### src/rtl/fetch_unit_pkg.sv
// Shared types and constants for the instruction fetch front end.
// The ERROR state exists only when FETCH_MISALIGN_TRAP_EN is defined.
package fetch_unit_pkg;

`ifdef FETCH_MISALIGN_TRAP_EN
  typedef enum logic [1:0] {
    StFetch  = 2'b00,
    StHalted = 2'b01,
    StError  = 2'b10
  } fetch_state_e;
`else
  typedef enum logic [1:0] {
    StFetch  = 2'b00,
    StHalted = 2'b01
  } fetch_state_e;
`endif

  localparam logic [31:0] InsnNop = 32'h0000_0013;
  localparam logic [31:0] PcStep  = 32'd4;

  function automatic logic [31:0] align_word(input logic [31:0] addr);
    return {addr[31:2], 2'b00};
  endfunction

endpackage

### src/rtl/fetch_fifo.sv
// In-order instruction buffer: power-of-2 depth synchronous FIFO with flush and
// occupancy count. Head entry is presented combinationally.
module fetch_fifo #(
  parameter int unsigned Depth = 2,
  parameter int unsigned Width = 64
) (
  input  logic                         clk,
  input  logic                         rst_n,
  input  logic                         flush,
  input  logic                         push,
  input  logic [Width-1:0]             push_data,
  input  logic                         pop,
  output logic [Width-1:0]             head,
  output logic                         empty,
  output logic [$clog2(Depth+1)-1:0]   count
);

  localparam int unsigned PtrW = $clog2(Depth);
  localparam int unsigned CntW = $clog2(Depth + 1);

  logic [Width-1:0] mem_q [Depth];
  logic [PtrW-1:0]  wptr_q, rptr_q;
  logic [CntW-1:0]  count_q;
  logic             full;
  logic             do_push, do_pop;

  assign empty   = (count_q == '0);
  assign full    = (count_q == CntW'(Depth));
  assign do_pop  = pop && !empty && !flush;
  assign do_push = push && !flush && (!full || do_pop);
  assign head    = mem_q[rptr_q];
  assign count   = count_q;

  always_ff @(posedge clk) begin
    if (!rst_n || flush) begin
      wptr_q  <= '0;
      rptr_q  <= '0;
      count_q <= '0;
    end else begin
      if (do_push) wptr_q <= wptr_q + 1'b1;
      if (do_pop)  rptr_q <= rptr_q + 1'b1;
      count_q <= count_q + CntW'(do_push) - CntW'(do_pop);
    end
  end

  always_ff @(posedge clk) begin
    if (rst_n && do_push) mem_q[wptr_q] <= push_data;
  end

  // The issue throttle upstream must make this unreachable.
  push_when_full_a: assert property (@(posedge clk) disable iff (!rst_n)
    !(push && !flush && full));

endmodule

### src/rtl/fetch_unit.sv
// Instruction fetch front end: PC, imem req/gnt/rvalid handshake, in-order buffer,
// decode valid/ready. FETCH_MISALIGN_TRAP_EN traps misaligned redirects.
module fetch_unit
  import fetch_unit_pkg::*;
#(
  parameter logic [31:0] RESET_PC   = 32'h0000_0000,
  parameter int unsigned FIFO_DEPTH = 2
) (
  input  logic        clk,
  input  logic        rst_n,
  output logic        imem_req,
  output logic [31:0] imem_addr,
  input  logic        imem_gnt,
  input  logic        imem_rvalid,
  input  logic [31:0] imem_rdata,
  input  logic        redirect_valid,
  input  logic [31:0] redirect_pc,
  input  logic        halt,
  output logic        ir_valid,
  input  logic        ir_ready,
  output logic [31:0] ir,
  output logic [31:0] ir_pc,
  output logic        fetch_err
);

  localparam int unsigned  CntW     = $clog2(FIFO_DEPTH + 1);
  localparam logic [CntW:0] DepthLim = (CntW + 1)'(FIFO_DEPTH);

  fetch_state_e    state_q, state_d;
  logic [31:0]     pc_q, pc_d;
  logic [31:0]     resp_pc_q, resp_pc_d;
  logic [CntW-1:0] outst_q, outst_d;
  logic [CntW-1:0] discard_q, discard_d;

  logic [63:0]     fifo_head;
  logic            fifo_empty;
  logic [CntW-1:0] fifo_count;
  logic            fifo_push;
  logic            ir_pop;
  logic            fire;
  logic            drop;
  logic [CntW:0]   occupancy;
  logic [31:0]     redirect_target;
  logic            redirect_misaligned;

  assign redirect_target = align_word(redirect_pc);
`ifdef FETCH_MISALIGN_TRAP_EN
  assign redirect_misaligned = redirect_valid && (redirect_pc[1:0] != 2'b00);
`else
  assign redirect_misaligned = 1'b0;
`endif

  // State register.
  always_ff @(posedge clk) begin
    if (!rst_n) state_q <= StFetch;
    else        state_q <= state_d;
  end

  // Next state: redirect beats halt; ERROR is left only through reset.
  always_comb begin
    state_d = state_q;
`ifdef FETCH_MISALIGN_TRAP_EN
    if (state_q == StError)          state_d = StError;
    else if (redirect_misaligned)    state_d = StError;
    else if (redirect_valid)         state_d = StFetch;
    else if (ir_pop && halt)         state_d = StHalted;
`else
    if (redirect_valid)              state_d = StFetch;
    else if (ir_pop && halt)         state_d = StHalted;
`endif
  end

  // Outputs.
  always_comb begin
    ir_valid  = !fifo_empty && (state_q != StHalted);
    ir_pop    = ir_valid && ir_ready && !redirect_valid;
    // Words granted or buffered after this cycle's pop must fit the buffer.
    occupancy = {1'b0, fifo_count} + {1'b0, outst_q} - {{CntW{1'b0}}, ir_pop};
    imem_req  = rst_n && (state_q == StFetch) && !redirect_valid && (occupancy < DepthLim);
    imem_addr = pc_q;
    ir        = fifo_empty ? InsnNop : fifo_head[31:0];
    ir_pc     = fifo_empty ? 32'h0 : fifo_head[63:32];
`ifdef FETCH_MISALIGN_TRAP_EN
    fetch_err = (state_q == StError);
`else
    fetch_err = 1'b0;
`endif
  end

  // Datapath next state.
  always_comb begin
    fire      = imem_req && imem_gnt;
    drop      = imem_rvalid && (discard_q != '0);
    fifo_push = imem_rvalid && !drop;
    outst_d   = outst_q + CntW'(fire) - CntW'(imem_rvalid);
    pc_d      = pc_q;
    resp_pc_d = resp_pc_q;
    discard_d = discard_q;
    if (redirect_valid) begin
      pc_d      = redirect_target;
      resp_pc_d = redirect_target;
      // Everything still in flight after this edge belongs to the old stream.
      discard_d = outst_d;
    end else begin
      if (fire)      pc_d      = pc_q + PcStep;
      if (fifo_push) resp_pc_d = resp_pc_q + PcStep;
      if (drop)      discard_d = discard_q - 1'b1;
    end
  end

  always_ff @(posedge clk) begin
    if (!rst_n) begin
      pc_q      <= RESET_PC;
      resp_pc_q <= RESET_PC;
      outst_q   <= '0;
      discard_q <= '0;
    end else begin
      pc_q      <= pc_d;
      resp_pc_q <= resp_pc_d;
      outst_q   <= outst_d;
      discard_q <= discard_d;
    end
  end

  fetch_fifo #(
    .Depth (FIFO_DEPTH),
    .Width (64)
  ) u_fifo (
    .clk       (clk),
    .rst_n     (rst_n),
    .flush     (redirect_valid),
    .push      (fifo_push),
    .push_data ({resp_pc_q, imem_rdata}),
    .pop       (ir_pop),
    .head      (fifo_head),
    .empty     (fifo_empty),
    .count     (fifo_count)
  );

endmodule
### config.mk
export PLATFORM = sky130hd
export DESIGN_NAME = fetch_unit
export DESIGN_NICKNAME = d
export VERILOG_FILES = /design/src/rtl/fetch_unit_pkg.sv /design/src/rtl/fetch_fifo.sv /design/src/rtl/fetch_unit.sv
export SDC_FILE = /design/constraint.sdc
export NUM_CORES = 1
export LEC_CHECK = 0
export BUFFER_PORTS_ARGS = -buffer_cell sky130_fd_sc_hd__buf_2
export CORE_MARGIN = 2
export CORE_UTILIZATION = 50
export CTS_BUF_LIST = sky130_fd_sc_hd__clkbuf_16
export CTS_CLUSTER_SIZE = 28
export DETAILED_ROUTE_END_ITERATION = 8
export GPL_ROUTABILITY_DRIVEN = 0
export PLACE_DENSITY = 0.79
export RECOVER_POWER = 100
export REMOVE_ABC_BUFFERS = 1
export SLEW_MARGIN = 10
export SYNTH_ARGS = -nofsm -noshare
export SYNTH_HDL_FRONTEND = slang
export SYNTH_HIERARCHICAL = 1
export SYNTH_SLANG_ARGS = --single-unit
### constraint.sdc
create_clock -name clk -period 10.6 [get_ports clk]
set_clock_uncertainty 0.05 [all_clocks]
set_input_delay 2.65 -clock clk [delete_from_list [all_inputs] [get_ports clk]]
set_output_delay 2.65 -clock clk [all_outputs]
set_load 0.01 [all_outputs]
After elaboration in Yosys (flattened, before gate mapping)
Memory sizes are Yosys's and may differ from the RTL's. A register that Yosys moved wholly into a read port is not among the register bits. Cells that the tools add are included. W data, S select, Z words.

Memories: 1. Input bits: 71. Memory bits (writable): 128. Memory bits (read-only): 0. Bits in latches: 0. Word-level logic and storage cells: 67. Register bits: 73. Output and inout port bits: 99.

Memories: u_fifo.mem_q (words 2, width 64, read ports 1, clocked after memory_dff 1, wr ports 1, RTL line fetch_fifo.sv:21) `logic [Width-1:0] mem_q [Depth];`.

Add/sub/neg operators: 11. Equality and inequality tests: 1. Magnitude comparators: 1. Mux-type cells: 12. Reductions and logical operators: 29. Shifts and indexed selects: 0. Divide/modulo/power cells: 0. $mul: 0. Bitwise logic cells: 2.

Operator list (count): $mux W32 (6); $add A32 B3 Y32 const B (2); $logic_and A1 B1 Y1 (15); $reduce_bool A2 Y1 (4); $logic_not A1 Y1 (5); $add A2 B1 Y2 (2); $logic_not A2 Y1 (2); $mux W1 (4); $mux W2 (2); $sub A2 B1 Y2 (2); $add A2 B2 Y3 (1); $lt A3 B2 Y1 const B (1); $sub A3 B1 Y3 (1); $add A1 B1 Y1 const B (2); $eq A2 B2 Y1 const B (1); $logic_or A1 B1 Y1 (2); $not A1 Y1 (2); $reduce_or A2 Y1 (1); $sub A2 B1 Y2 const B (1).

Depth between registers and ports, before layout
Word-level depth: 12. Depth in mapped cells: 15. Mapped depth without buffers: 14.

Cells and area by module
The synthesis kept the hierarchy.

By module, submodules not included: fetch_fifo (instances 1, seq. area each 3943.8 µm², area an instance 4894.7 µm², cells an instance 231); fetch_unit (instances 1, seq. area each 1301.2 µm², area an instance 3887.5 µm², cells an instance 487).

Least setup slack after synthesis
No wires, ideal clock.

Path kind: input port to flip-flop. Start point: input port redirect_valid. End point: memory u_fifo.mem_q[1][0] (enable). Arrival: 9.868 ns. Library setup time: 0.666 ns. Stages on the path: 5. Buffers on the path: 1. Required time: 9.884 ns. Path slack: 0.015 ns. Path through: buf_2 > inv_2 > and3_1 > nor3b_2 > nor4b_1.

Longest elaborated chain between the ends: 9. Elaborated cells on any way between the ends: 10. Classes of those cells: mux: 2; reduce/logical: 8.

RTL lines: start, declared (RTL line fetch_unit.sv:16) `input logic redirect_valid,`; $logic_not A1 Y1 (RTL line fetch_unit.sv:76) `ir_pop = ir_valid && ir_ready && !redirect_valid;`; $logic_and A1 B1 Y1 (RTL line fetch_unit.sv:76); via ir_pop (RTL line fetch_unit.sv:39) `logic ir_pop;`; $logic_and A1 B1 Y1 (2 in a row) (RTL line fetch_fifo.sv:29) `assign do_pop = pop && !empty && !flush;`; $logic_or A1 B1 Y1 (RTL line fetch_fifo.sv:30) `assign do_push = push && !flush && (!full || do_pop);`; $logic_and A1 B1 Y1 (RTL line fetch_fifo.sv:30); $logic_and A1 B1 Y1 (RTL line fetch_fifo.sv:47) `if (rst_n && do_push) mem_q[wptr_q] <= push_data;`; $mux W1 (RTL line fetch_fifo.sv:47); $mux W1 (not written as such) (RTL line fetch_fifo.sv:47); end, declared (RTL line fetch_fifo.sv:21).

The timed path passes the listed nets, and every way through them passes these cells.

Worst setup path in the final report
Start point: input port redirect_valid. End point: output port imem_req.

Longest elaborated chain between the ends: 5. Elaborated cells on any way between the ends: 6. Classes of those cells: add/sub: 1; order compare: 1; reduce/logical: 4.

RTL lines: $logic_not A1 Y1 (RTL line fetch_unit.sv:76); $logic_and A1 B1 Y1 (RTL line fetch_unit.sv:76); via ir_pop (RTL line fetch_unit.sv:39); $sub A3 B1 Y3 (RTL line fetch_unit.sv:78) `occupancy = {1'b0, fifo_count} + {1'b0, outst_q} - {{CntW{1'b0}}, ir_pop};`; $lt A3 B2 Y1 (RTL line fetch_unit.sv:79) `imem_req = rst_n && (state_q == StFetch) && !redirect_valid && (occupancy < DepthLim);`; $logic_and A1 B1 Y1 (RTL line fetch_unit.sv:79); end, declared (RTL line fetch_unit.sv:11) `output logic imem_req,`.

The timed path passes the listed nets, and every way through them passes these cells.

==> out/metrics.cfg <==
[outcome]
status=complete, but fails checks
violations=max-capacitance violations, max-slew violations

[sta]
holdWs_ps=441
period_needed_ps=7650
fin_crit_sh_pct=72.2
clock.fmax_mhz=131
relSlewSlack_pct=-129
setup_viol=0
worstMarginPinSlew_ps=3430
slew_viol_final=296
hold_viol=0
rsz0062_at_grt=false

[logic_synthesis]
synth_seq_cells=198
ys_seq_area_share_pct=59.7
synth_edf_count=128
synth.most_common_cell=edfxtp_1
synthTopCellsByArea=edfxtp_1, dfxtp_1, mux2_2, xnor2_1, nor2b_1
synth_cell_types=49
synthCells=718
synth_top_area_share_pct=43.8
synth_area_per_cell_um2=12.2
ys.flop_type=edfxtp_1
synthesis.area_mm2=0.00878
async_reset_ff_share_pct=0
yosys.area.top_type=edfxtp_1
synthTopCellsByCount=edfxtp_1, dfxtp_1, nor2b_1, mux2_2, a21oi_1
yosysWarnings=6

[pwr]
power_mw=1.64
p_leak_nw=3.30
p_per_area_mw_per_mm2=162
irDropWorstVdd_uv=113

[worst_setup_path]
r2r_start=u_fifo/count[0]
critPathCaptureType=output pin
path_class=in2out
setup.worst_path.start_class=input port
cp_common_cell=clkbuf_1
r2r_setup_slack_ps=6320
cp.arrival_ps=4950
max_stage_delay_ps=470
reg2regPathDepth=6
crit_slowest_cell=clkbuf_1
critPathRequiredTime_ps=7900
cp_max_fo=13
cp_cell_sequence=clkbuf_1, clkinv_1, and3_1, nor2b_1, o21ai_0, fa_1, xnor2_1, nor4b_1, clkbuf_1
r2r-end=u_fifo/mem_q[1][31]

[clock_network]
cts_tree=built
cts-root-buf=clkbuf_16
cts_resized=0
clockBufferDepth=2
numClockSinks=198
cts_hold_buf=0
h-tree-depth=4
cts_setup_buffers=0
cts_buffers=17
clk_latency_ps=430
clkTransAtPathRegs_ps=70

[route]
vias=5968
drt_iter0_markers=258
avgViaCountPerCell=5.35
drt_first_pass_iters=5
routedWlPerCell_um=17.1
postRouteAntennaNets=0
wl_mm=19.0
drc=0

[min_path]
min_path_type=reg2reg
min-delay-start=resp_pc_q[31]
min_path_cells=0
hold_end=u_fifo/mem_q[1][63]

[global_route]
grt_use_met2_pct=32.8
antenna_found_initial=0
grt_busiest_layer=met2
grtUsageMet3_pct=4.67
grt_util_met1_pct=26.6
grt_pass1_vias=5605
grt_start_max_net_pins=89
grt.total_usage_pct=20.2
grt_overflow=0
grt_pass1_wl_mm=28.6

[final_layout]
fill_cells=1483
design_area_mm2=0.0102
drive_gt1_share_pct=18.4
multi_input_area_mm2=0.00330
diodes=0
seq_area_mm2=0.00525
num-nets-final=956
fin_util_pct=59.0
finalNonFillerCells=1115
syn_to_final_growth_pct=15.8

[placement]
dp_cells=1083
placed_area_mm2=0.00980
io_buffers=164
hpwl_mm=12.7

[die]
die_w_um=137
initial_core_util_pct=51.0
io_pins=170
die_area_mm2=0.0186
die_h_um=137
coreArea_mm2=0.0172
rows=48

[flow_run]
drv_cap=5

==> per-layer routing <==
| metal | part of all wire [%] | up-vias |
|---|---|---|
| li1 | - | 2897 |
| met1 | 45 | 2878 |
| met2 | 47 | 167 |
| met3 | 6.0 | 26 |
| met4 | 2.0 | 0 |
| met5 | 0 | - |
==> logic make-up after synthesis <==
kind of cell             after synthesis  share of synthesized area (%)
other                                  1                         0.0427
adder cells (fa/ha/maj)                8                           1.23
flip-flops                           198                           59.7
AO/OA/AOI/OAI                        104                           6.24
buffers and inverters                 55                           2.86
AND/OR/NAND/NOR                      222                           15.1
multiplexers                          68                           8.66
XOR/XNOR                              62                           6.18
==> cell usage in the layout, fill, tap and decap left out, types with 13 or more instances in the layout <==
| master | Yosys | final |
|---|---|---|
| nand2_1 | 28 | 28 |
| xnor2_1 | 52 | 52 |
| nand4_1 | 14 | 14 |
| o21ai_0 | 36 | 37 |
| buf_2 | 6 | 55 |
| nor2b_1 | 66 | 66 |
| mux2_2 | 64 | 64 |
| nand3_1 | 15 | 15 |
| inv_1 | 16 | 20 |
| clkbuf_1 | 21 | 115 |
| a21oi_1 | 58 | 58 |
| nor4_1 | 12 | 13 |
| edfxtp_1 | 128 | 128 |
| dfxtp_1 | 70 | 69 |
| nor2_1 | 28 | 28 |
| clkbuf_16 | 0 | 17 |
==> metrics by stage <==
step / setup WS (ps) / TNS (ps)
after floorplan: -500 / -31970
after global placement: 3150 / 0
after global routing: 2680 / 0
after detailed placement: 3150 / 0
final: 2950 / 0
after CTS: 3140 / 0
==> worst max-delay path, delay by kind of cell <==
family / cells / cell delay [ps]
buf+inv: 3 / 840
fa+ha+maj: 1 / 430
simple gates: 3 / 710
compound gates: 1 / 90
xor+xnor: 1 / 230
==> state kept, by name, indices dropped and copies added (netlist names), named ones only <==
signal,cells
resp_pc_q,30
u_fifo/mem_q,128
state_q,1
imem_addr,30
u_fifo/wptr_q,1
discard_q,2
u_fifo/rptr_q,1
u_fifo/count,2
outst_q,2
==> cell type report <==
cell class | instances | area share [%]
Sequential cell | 198 | 51.6
Multi-Input combinational cell | 471 | 32.4
Timing Repair Buffer | 171 | 7.02
Clock buffer | 17 | 4.18
Tap cell | 225 | 2.77
Clock inverter | 15 | 1.39
Inverter | 18 | 0.664
==> worst max-delay path by stage <==
stage | startpoint | to | slack, ps | depth (start not counted)
floorplan | redirect_valid | u_fifo/mem_q[1][0] | -500 | 4
global placement | redirect_valid | imem_req | 3150 | 9
detailed placement | redirect_valid | imem_req | 3150 | 9
CTS | redirect_valid | imem_req | 3140 | 9
global route | redirect_valid | imem_req | 2680 | 9
finish | redirect_valid | imem_req | 2950 | 9
==> power breakdown <==
| part | internal, mW | switching, mW | total [mW] |
|---|---|---|---|
| Sequential | 0.857 | 0.0282 | 0.885 |
| Combinational | 0.0590 | 0.0807 | 0.140 |
| Clock | 0.345 | 0.274 | 0.619 |
Power figures use the tool's default switching activity.
